[config.mk]
export PLATFORM = sky130hd
export DESIGN_NAME = seq_multiplier
export DESIGN_NICKNAME = d
export VERILOG_FILES = /design/src/rtl/seq_multiplier.sv
export SDC_FILE = /design/constraint.sdc
export NUM_CORES = 1
export LEC_CHECK = 0
export ABC_AREA = 1
export BUFFER_PORTS_ARGS = -buffer_cell sky130_fd_sc_hd__buf_2
export CAP_MARGIN = 20
export CORE_UTILIZATION = 40
export DETAILED_ROUTE_END_ITERATION = 10
export SLEW_MARGIN = 10
export SYNTH_ARGS = -nofsm -noshare
export SYNTH_HDL_FRONTEND = slang
export SYNTH_SLANG_ARGS = --single-unit
[constraint.sdc]
create_clock -name clk -period 5.1 [get_ports clk]
set_clock_uncertainty 0.1 [all_clocks]
set_input_delay 0.255 -clock clk [delete_from_list [all_inputs] [get_ports clk]]
set_output_delay 0.255 -clock clk [all_outputs]
set_load 0.05 [all_outputs]
[src/rtl/seq_multiplier.sv]
// -----------------------------------------------------------------------------
// seq_multiplier
//
// Iterative multiplier producing the full 2*WIDTH-bit product of two WIDTH-bit
// operands, consuming STEP multiplier bits per clock (N = WIDTH/STEP cycles).
// Each transaction selects signed (two's-complement) or unsigned operation.
// Signed operands are converted to magnitudes on capture, multiplied as
// unsigned numbers, and the sign is restored on the final product. This keeps
// the iteration datapath purely unsigned.
//
// Parameters
//   WIDTH  operand width in bits (>= 2)
//   STEP   multiplier bits retired per iteration; must divide WIDTH
//
// Ports
//   clk        rising-edge clock
//   rst_n      asynchronous active-low reset
//   in_valid   operands and mode are valid
//   in_ready   block can accept a new operation (IDLE only)
//   in_signed  1 = two's-complement operands/result, 0 = unsigned
//   in_a       multiplicand
//   in_b       multiplier
//   out_valid  out_p holds a finished product
//   out_ready  consumer accepts out_p
//   out_p      2*WIDTH-bit product (registered, stable while out_valid)
// -----------------------------------------------------------------------------
module seq_multiplier #(
  parameter int WIDTH = 32,
  parameter int STEP  = 1
) (
  input  logic                 clk,
  input  logic                 rst_n,
  input  logic                 in_valid,
  output logic                 in_ready,
  input  logic                 in_signed,
  input  logic [WIDTH-1:0]     in_a,
  input  logic [WIDTH-1:0]     in_b,
  output logic                 out_valid,
  input  logic                 out_ready,
  output logic [2*WIDTH-1:0]   out_p
);

  localparam int N     = WIDTH / STEP;
  localparam int PW    = 2 * WIDTH;
  localparam int CNT_W = (N > 1) ? $clog2(N) : 1;
  localparam logic [CNT_W-1:0] LAST_ITER = CNT_W'(N - 1);

  typedef enum logic [1:0] {
    S_IDLE,
    S_BUSY,
    S_DONE
  } state_t;

  state_t             state;
  logic [PW-1:0]      mcand_q;   // multiplicand, pre-shifted to current bit position
  logic [WIDTH-1:0]   mplier_q;  // remaining multiplier bits, LSB-aligned
  logic [PW-1:0]      acc_q;     // running unsigned product of the magnitudes
  logic               neg_q;     // final product must be negated
  logic [CNT_W-1:0]   cnt_q;     // iteration index within BUSY

  logic [STEP-1:0]    digit;
  logic [PW-1:0]      partial;
  logic [PW-1:0]      acc_sum;

  // Magnitude of an operand; in signed mode the most negative value maps to
  // 2^(WIDTH-1), which is still representable as a WIDTH-bit unsigned number.
  function automatic logic [WIDTH-1:0] magnitude(input logic [WIDTH-1:0] v,
                                                 input logic             use_sign);
    logic signed [WIDTH-1:0] sv;
    sv = $signed(v);
    if (use_sign && sv < 0) begin
      return $unsigned(-sv);
    end
    return v;
  endfunction

  // Restore the sign of the product; negation is exact in 2*WIDTH bits.
  function automatic logic [PW-1:0] apply_sign(input logic [PW-1:0] mag,
                                               input logic          neg);
    logic signed [PW-1:0] smag;
    smag = $signed(mag);
    return neg ? $unsigned(-smag) : mag;
  endfunction

  // One radix-2^STEP partial product per cycle. The multiplicand register is
  // already shifted to the digit's weight, so no variable shifter is needed.
  always_comb begin
    digit   = mplier_q[STEP-1:0];
    partial = mcand_q * PW'(digit);
    acc_sum = acc_q + partial;
  end

  // in_ready is a pure function of state (gated low while reset is held), so
  // there is no combinational path from in_valid or out_ready.
  assign in_ready = rst_n & (state == S_IDLE);

  always_ff @(posedge clk or negedge rst_n) begin
    if (!rst_n) begin
      state     <= S_IDLE;
      out_valid <= 1'b0;
      out_p     <= '0;
      mcand_q   <= '0;
      mplier_q  <= '0;
      acc_q     <= '0;
      neg_q     <= 1'b0;
      cnt_q     <= '0;
    end else begin
      case (state)
        S_IDLE: begin
          if (in_valid) begin
            mcand_q  <= PW'(magnitude(in_a, in_signed));
            mplier_q <= magnitude(in_b, in_signed);
            neg_q    <= in_signed & (in_a[WIDTH-1] ^ in_b[WIDTH-1]);
            acc_q    <= '0;
            cnt_q    <= '0;
            state    <= S_BUSY;
          end
        end

        // Iteration stage: accumulate, retire STEP multiplier bits.
        S_BUSY: begin
          acc_q    <= acc_sum;
          mcand_q  <= mcand_q << STEP;
          mplier_q <= mplier_q >> STEP;
          cnt_q    <= cnt_q + CNT_W'(1);
          if (cnt_q == LAST_ITER) begin
            // The last accumulation goes straight into the output register so
            // out_valid rises exactly N cycles after acceptance.
            out_p     <= apply_sign(acc_sum, neg_q);
            out_valid <= 1'b1;
            cnt_q     <= '0;
            state     <= S_DONE;
          end
        end

        // Result stage: hold out_p until the consumer takes it.
        S_DONE: begin
          if (out_ready) begin
            out_valid <= 1'b0;
            state     <= S_IDLE;
          end
        end

        default: begin
          out_valid <= 1'b0;
          state     <= S_IDLE;
        end
      endcase
    end
  end

endmodule
==> summary.log, run 1 <==
[run_status] status finished, violations left
[run_status] violated checks DRC
[timing] number of failing setup endpoints in the final timing report 0
[timing] total negative setup slack 0 ns
[routing] via count 19700
[critical_path] Worst Path Max Fanout 26
[place] DPL Wire Length 55000 µm
[clock_network] clock latency of the later-clocked register in the worst-skew pair 0.56 ns
[routing] drt wl/cell 18.4 µm
[synthesis] sequential area share after synthesis 30.9%
[synthesis] post-synth net total 3169
[flow_run] number of maximum-capacitance constraint violations 0
[critical_path] crit path kind flop to flop
[timing] RSZ-0062 raised after global routing no
[power] switching component of the power 8.25 mW
[synthesis] most used flip-flop cell after synthesis dfrtp_1
[critical_path] CP arrival 4.69 ns
[power] combinational share of power 62.0%
[synthesis] count of synthesis-stage warnings from yosys 0
[synthesis] ranking of synthesized cells by area dfrtp_1 (31%), nand2_1 (22%), inv_1 (11%)
[routing] 1st-pass router iterations 9
[hold_path] worst min-delay path category primary input to flop
[final_layout] final standard cell utilization of the core 46.9%
[power] clock network fraction of design power 16.0%
[floorplan] number of top-level pins 135
[final_layout] most common library cell in the layout ignoring fill and taps nand2_1
[routing] Starting DRT DRC Count 1603
[clock_network] cells resized by post-CTS repair 0
[synthesis] post-synth top area share 30.9%
[timing] clock period minus worst slack 4.35 ns
[critical_path] startpoint type of the worst setup path flop
[synthesis] library cells used by synthesis 48
[grt] overall track demand over capacity in global routing 29.7%
[clock_network] # hold bufs at CTS 61
[final_layout] most used cells in the layout excluding fill and tap cells nand2_1 (1089), inv_1 (527), nor2_1 (251)
[clock_network] Clk Tree Root Cell clkbuf_16
[power] power density over the cells 685 mW/mm²
[clock_network] clock buffers created by TritonCTS 28
[routing] drt drc 1
[critical_path] worst setup path startpoint mplier_q[0]$_DFFE_PN0P_
[timing] Fmax achieved 0.230 GHz
[final_layout] share of cells above drive strength 1 9.54%
[synthesis] synthesized netlist cell count 3031
[power] internal power 6.71 mW
[synthesis] biggest area consumer among synthesized cells dfrtp_1
[clock_network] H-Tree Level Count 1
[place] weighted congestion reported at the end of routability-driven placement 0.994
[grt] via count of the first global-routing pass 19000
[place] number of cells in the design after placement 3712
[synthesis] number of synthesized register bits 233
[critical_path] Setup crit end kind flop
[clock_network] number of setup buffers added after CTS 0
[floorplan] Die Footprint 0.0480 mm²
[critical_path] endpoint of the most critical setup path out_p[37]$_DFFE_PN0P_
[final_layout] Area Growth Syn to Fin 15.8%
[timing] Final Max Tran Viols 0
[timing] final worst path period share 85.3%
[grt] pin count of the biggest net entering global routing 127
[power] relative contribution of sequential cells to total power 21.9%
[critical_path] slack of the worst reg-to-reg path 0.75 ns
[final_layout] number of nets in the layout 3334
[grt] antenna violations before repair 1
[timing] final hold violation count 0
[grt] first-pass GRT wire length 108000 µm
[critical_path] required time worst endpoint 5.44 ns
[power] cell leakage power 12.1 nW
[floorplan] Rows 79
[synthesis] post-synthesis instance area 0.0189 mm²
[synthesis] synthesized area per cell 6.22 µm²
[clock_network] TritonCTS clock tree built
[floorplan] Core Region 0.0466 mm²
[timing] max_slew headroom 31.8%
[final_layout] Post-Layout Cell Count 3825
[final_layout] number of antenna cells inserted 0
[power] Max VDD drop 0.383 mV
[floorplan] Vert. Die Dim 219 µm
[routing] wirelength, routed 70600 µm
[clock_network] largest buffer count on any clock path 3
[timing] slew of the pin with the lowest slew margin 1.02 ns
[timing] Setup WS post-layout 0.748 ns
[synthesis] async set-or-reset flop fraction in the synthesized netlist 100%
[critical_path] reg-to-reg critical path endpoint out_p[37]$_DFFE_PN0P_
[place] count of input and output buffers 134
[floorplan] Die Width 219 µm
[routing] vias per inst 5.16
[floorplan] initial cell density of the core 40.5%
[grt] final global-route overflow total 0
[power] net switching fraction of the power 55.2%
[place] Setup WS pre-CTS 0.797 ns
[critical_path] R2R depth 25
[clock_network] clock input transition at the sequential cells of the worst setup and hold paths 0.06 ns
[clock_network] TritonCTS Sinks 233
[routing] count of antenna-violating nets left after detailed routing 0
[synthesis] count of flip-flops with a built-in enable after synthesis 0
[critical_path] Crit Reg-Reg Startpoint mplier_q[0]$_DFFE_PN0P_
## flip-flops by register name (all words and copies together) (netlist names)
signal	count
acc_q	64
mcand_q	64
out_p	64
mplier_q	32
cnt_q	5
state	2
neg_q	1
out_valid	1
## area by class of cell
type | instances | area (µm²)
clock buffers | 37 | 836
clock inverters | 15 | 262
inverters | 543 | 2040
multi-input cells | 2182 | 10700
well taps | 607 | 759
flip-flops and latches | 233 | 5830
repair buffers | 208 | 1430
fillers | 4869 | 24700
## cell usage after synthesis (3+ instances only)
library cell	number
nand2_1	1089
inv_1	528
nor2_1	254
dfrtp_1	233
o21ai_0	178
nand3_1	143
ha_1	68
a21oi_1	67
a22oi_1	60
xor2_1	57
clkbuf_1	55
nand2_2	38
o22ai_1	35
nor3_1	33
nand4_1	27
xnor2_1	24
nor2_2	21
nand3_2	13
nand3b_1	11
inv_2	10
buf_1	8
nor2_4	8
o21bai_1	8
nor4_1	7
o21ai_1	6
clkinv_1	5
buf_2	4
buf_6	4
o31ai_1	4
a21oi_2	3
a22o_1	3
and2_1	3
or2_2	3
xnor2_2	3
## power groups by stage
| stage | clock network [mW] | logic (mW) | registers, mW |
|---|---|---|---|
| 2_1_floorplan | 0 | 5.70 | 3.67 |
| 3_3_place_gp | 0 | 8.97 | 3.27 |
| 3_5_place_dp | 0 | 9.03 | 3.28 |
| 4_1_cts | 2.44 | 9.12 | 3.26 |
| 5_1_grt | 2.50 | 10.2 | 3.35 |
| 6_report | 2.40 | 9.27 | 3.28 |
## worst min-delay path by stage
stage / startpoint / to / slack [ns] / depth (start not counted)
floorplan: rst_n / acc_q[0]$_DFFE_PN0P_ / -0.14 / 0
global placement: rst_n / mcand_q[50]$_DFFE_PN0P_ / 0.17 / 1
detailed placement: rst_n / mcand_q[51]$_DFFE_PN0P_ / 0.18 / 1
CTS: in_b[22] / mplier_q[22]$_DFFE_PN0P_ / 0.0004 / 4
global route: in_b[25] / mplier_q[25]$_DFFE_PN0P_ / 0.03 / 4
finish: in_b[25] / mplier_q[25]$_DFFE_PN0P_ / 0.02 / 4
## critical path, cell delays in order (launching register included)
cell and delay (ns):
dfrtp_2 0.62, nand2_1 0.10, inv_1 0.08, ha_1 0.29
inv_1 0.10, fa_1 0.42, inv_1 0.09, nand3_1 0.10
nand2_2 0.13, nand2_1 0.09, nand2_2 0.10, nand2_1 0.07
nand2_1 0.17, nand2_1 0.09, nand2_1 0.09, nand2_1 0.06
nand2_2 0.15, nand2_1 0.09, nor2_1 0.14, nand2_1 0.07
nor2_1 0.34, nor2_1 0.17, nor2_2 0.23, nand2_1 0.09
nand3_1 0.16, nand2_1 0.08
## cell families (layout without fill, tap and decap cells)
group | after synthesis | in the layout | synth area share (%)
XOR/XNOR | 84 | 84 | 4.02
flip-flops | 233 | 233 | 30.9
AND/OR/NAND/NOR | 1657 | 1657 | 36.6
buffers and inverters | 616 | 803 | 12.5
AO/OA/AOI/OAI | 372 | 372 | 11.3
adder cells (fa/ha/maj) | 69 | 69 | 4.62
## through the flow
step           hold slack, ns  total power, mW  cell area, µm²
2_1_floorplan          -0.141             9.37           18900
3_3_place_gp            0.174             12.2           20100
3_5_place_dp            0.179             12.3           20100
4_1_cts              0.000403             14.8           21800
5_1_grt                0.0311             16.1           21800
6_report               0.0177             15.0           21800
## layer usage
metal	vias up	GRT usage [%]	part of all wire [%]
met5	-	0	0
met4	0	7.41	2.4
met3	93	4.03	6.6
met2	632	45.6	43
met1	9233	43.5	48
li1	9770	-	-
(Power assumes the default switching activity.)
==> inputs of run 2 (changes only) <==
Clock period 5.1 ns to 3.87 ns, I/O delays scaled along.
==> run 2 against run 1 <==
Net effect: the run still ends with DRC left; routed wire length shrank 1.5%; die area is the same; first-iteration DRC count grew 1.4%; worst hold slack gained 0.032 ns; largest cell class unchanged.
==> summary.log, run 2 (synthesized netlist as in run 1, its figures left out) <==
[critical_path] crit path kind flop to flop
[clock_network] Clk Tree Root Cell clkbuf_16
[final_layout] registers with the highest flip-flop counts acc_q: 64 flops, mcand_q: 64 flops, out_p: 64 flops
[critical_path] Worst Path Max Fanout 10 [-62%]
[clock_network] largest buffer count on any clock path 3 [unchanged]
[floorplan] Die Footprint 0.0480 mm² [unchanged]
[hold_path] worst min-delay path category primary input to asynchronous set/reset pin
[power] combinational share of power 65.1% [+3.1 points]
[final_layout] final standard cell utilization of the core 49.0% [+2.1 points]
[clock_network] TritonCTS clock tree built
[critical_path] CP arrival 4.14 ns [-0.55 ns]
[power] net switching fraction of the power 54.3% [-0.84 points]
[final_layout] sequential standard cell area 0.00583 mm² [unchanged]
[power] relative contribution of sequential cells to total power 21.3% [-0.6 points]
[critical_path] worst-path cell chain buf_4, nand2_1, inv_1, ha_2, nand2_1, nor2_2, nand3_1, nand3_4, nand2_1, nand2_2, nand2_1, nand3_1, nand2_2, nor2_2, nand2_1, nor2_2, nor2_1, nor2_2, nand2_1, nand2_1, nand3_1, nand2_1
[routing] 1st-pass router iterations 10 [+1]
[final_layout] share of cells above drive strength 1 14.7% [+5.2 points]
[routing] Starting DRT DRC Count 1626 [+1.4%]
[place] weighted congestion reported at the end of routability-driven placement 1.03 [+3.9%]
[floorplan] Rows 79 [unchanged]
[routing] via count 20000 [+1.4%]
[critical_path] cell repeated most along the worst path nand2_1
[final_layout] most used cells in the layout excluding fill and tap cells nand2_1 (1057), inv_1 (520), dfrtp_1 (231)
[power] power density over the cells 900 mW/mm² [+31%]
[timing] Final Max Tran Viols 0 [unchanged]
[final_layout] most common library cell in the layout ignoring fill and taps nand2_1
[clock_network] clock latency of the later-clocked register in the worst-skew pair 0.56 ns [about the same]
[final_layout] number of nets in the layout 3406 [+2.2%]
[grt] overall track demand over capacity in global routing 28.7% [-0.95 points]
[floorplan] Core Region 0.0466 mm² [unchanged]
[power] cell leakage power 12.3 nW [+2.2%]
[timing] number of failing setup endpoints in the final timing report 0 [unchanged]
[timing] final worst path period share 96.8% [+11 points]
[grt] first-pass GRT wire length 106000 µm [-2.5%]
[critical_path] delay of the slowest cell on the worst path 0.48 ns [-0.14 ns]
[critical_path] critical path buffer and inverter count 2 [-1]
[floorplan] number of top-level pins 135 [unchanged]
[timing] total negative setup slack 0 ns [unchanged]
[place] DPL Wire Length 54700 µm [-0.60%]
[timing] final hold violation count 0 [unchanged]
[clock_network] clock input transition at the sequential cells of the worst setup and hold paths 0.06 ns [about the same]
[power] Max VDD drop 0.609 mV [+59%]
[grt] final global-route overflow total 0 [unchanged]
[final_layout] Area Growth Syn to Fin 21.1%
[timing] clock period minus worst slack 3.75 ns [-0.605 ns]
[routing] drt wl/cell 17.8 µm [-3.2%]
[grt] antenna violations before repair 1 [unchanged]
[timing] slew of the pin with the lowest slew margin 1.07 ns [+0.0424 ns]
[floorplan] Vert. Die Dim 219 µm [unchanged]
[timing] Fmax achieved 0.267 GHz [+16%]
[routing] vias per inst 5.14 [-0.36%]
[critical_path] Setup crit end kind flop
[clock_network] H-Tree Level Count 1 [unchanged]
[run_status] violated checks DRC
[final_layout] number of antenna cells inserted 0 [unchanged]
[critical_path] dominant delay contributor by cell family on the critical path simple AND/OR/NAND/NOR gates
[routing] wirelength, routed 69500 µm [-1.5%]
[grt] via count of the first global-routing pass 18900 [-0.50%]
[floorplan] initial cell density of the core 40.5% [unchanged]
[clock_network] clock buffers created by TritonCTS 28 [unchanged]
[grt] pin count of the biggest net entering global routing 129 [+1.6%]
[critical_path] required time worst endpoint 4.26 ns [-1.18 ns]
[power] internal power 9.39 mW [+40%]
[timing] Setup WS post-layout 0.124 ns [-0.625 ns]
[clock_network] TritonCTS Sinks 233 [unchanged]
[timing] max_slew headroom 29.0% [-2.8 points]
[floorplan] Die Width 219 µm [unchanged]
[timing] RSZ-0062 raised after global routing yes
[place] Setup WS pre-CTS -0.198 ns [-0.995 ns]
[final_layout] multi-input logic area 0.0113 mm² [+5.4%]
[power] clock network fraction of design power 13.6% [-2.4 points]
[place] count of input and output buffers 134 [unchanged]
[flow_run] number of maximum-capacitance constraint violations 0 [unchanged]
[final_layout] filler cell count 4788 [-1.7%]
[critical_path] startpoint type of the worst setup path flop
[power] switching component of the power 11.2 mW [+35%]
[run_status] status finished, violations left
[routing] drt drc 1 [unchanged]
[critical_path] cell at the slowest stage of the critical path dfrtp_2
[routing] count of antenna-violating nets left after detailed routing 0 [unchanged]
run 2: layout make-up:
type | instances | area share [%]
Clock buffer | 37 | 3.44
Tap cell | 607 | 3.33
Multi-Input combinational cell | 2182 | 49.3
Timing Repair Buffer | 280 | 8.67
Inverter | 543 | 8.93
Clock inverter | 12 | 0.778
Sequential cell | 233 | 25.5
run 2: path summary, 6_finish.rpt:
check | start | endpoint | slack (ns) | cells past startpoint
setup / recovery | mplier_q[0]$_DFFE_PN0P_ | out_p[53]$_DFFE_PN0P_ | 0.12 | 22
hold / removal | rst_n | mcand_q[47]$_DFFE_PN0P_ | 0.05 | 2
setup reg to reg | mplier_q[0]$_DFFE_PN0P_ | out_p[53]$_DFFE_PN0P_ | 0.12 | 22
hold reg to reg | out_p[57]$_DFFE_PN0P_ | out_p[57]$_DFFE_PN0P_ | 0.38 | 2
max in group asynchronous | rst_n | neg_q$_DFFE_PN0P_ | 2.42 | 3
min in group clk | in_b[0] | mplier_q[0]$_DFFE_PN0P_ | 0.08 | 3
run 2: what timing repair did:
action,in CTS,in global routing
resized for setup,6,149
setup endpoints to repair,20,42
pin swaps,0,9
hold buffers,71,0
gates cloned,0,0
setup buffers,3,10
hold endpoints to repair,119,0
run 2: per-layer routing:
layer	global-route usage, %	up-vias	share of wire, %
li1	-	9892	-
met1	43.1	9426	48
met2	43.9	620	43
met3	3.37	73	7.0
met4	6.00	0	1.7
met5	0	-	0
run 2: metrics by stage:
| step | cell area (µm²) | cells | power, mW | hold slack, ns |
|---|---|---|---|---|
| 5_1_grt | 22800 | 3894 | 22.1 | 0.0831 |
| 6_report | 22800 | 3894 | 20.5 | 0.0499 |
| 3_5_place_dp | 20500 | 3761 | 16.4 | 0.0435 |
| 2_1_floorplan | 18900 | 3031 | 12.3 | -0.202 |
| 3_3_place_gp | 20500 | 3761 | 16.4 | 0.0324 |
| 4_1_cts | 22200 | 3884 | 19.4 | 0.0481 |
run 2: power groups by stage:
stage / registers [mW] / clock network, mW / logic [mW]
5_1_grt: 4.48 / 2.94 / 14.7
3_3_place_gp: 4.35 / 0 / 12.0
4_1_cts: 4.32 / 2.83 / 12.2
6_report: 4.39 / 2.79 / 13.4
2_1_floorplan: 4.83 / 0 / 7.51
3_5_place_dp: 4.35 / 0 / 12.1
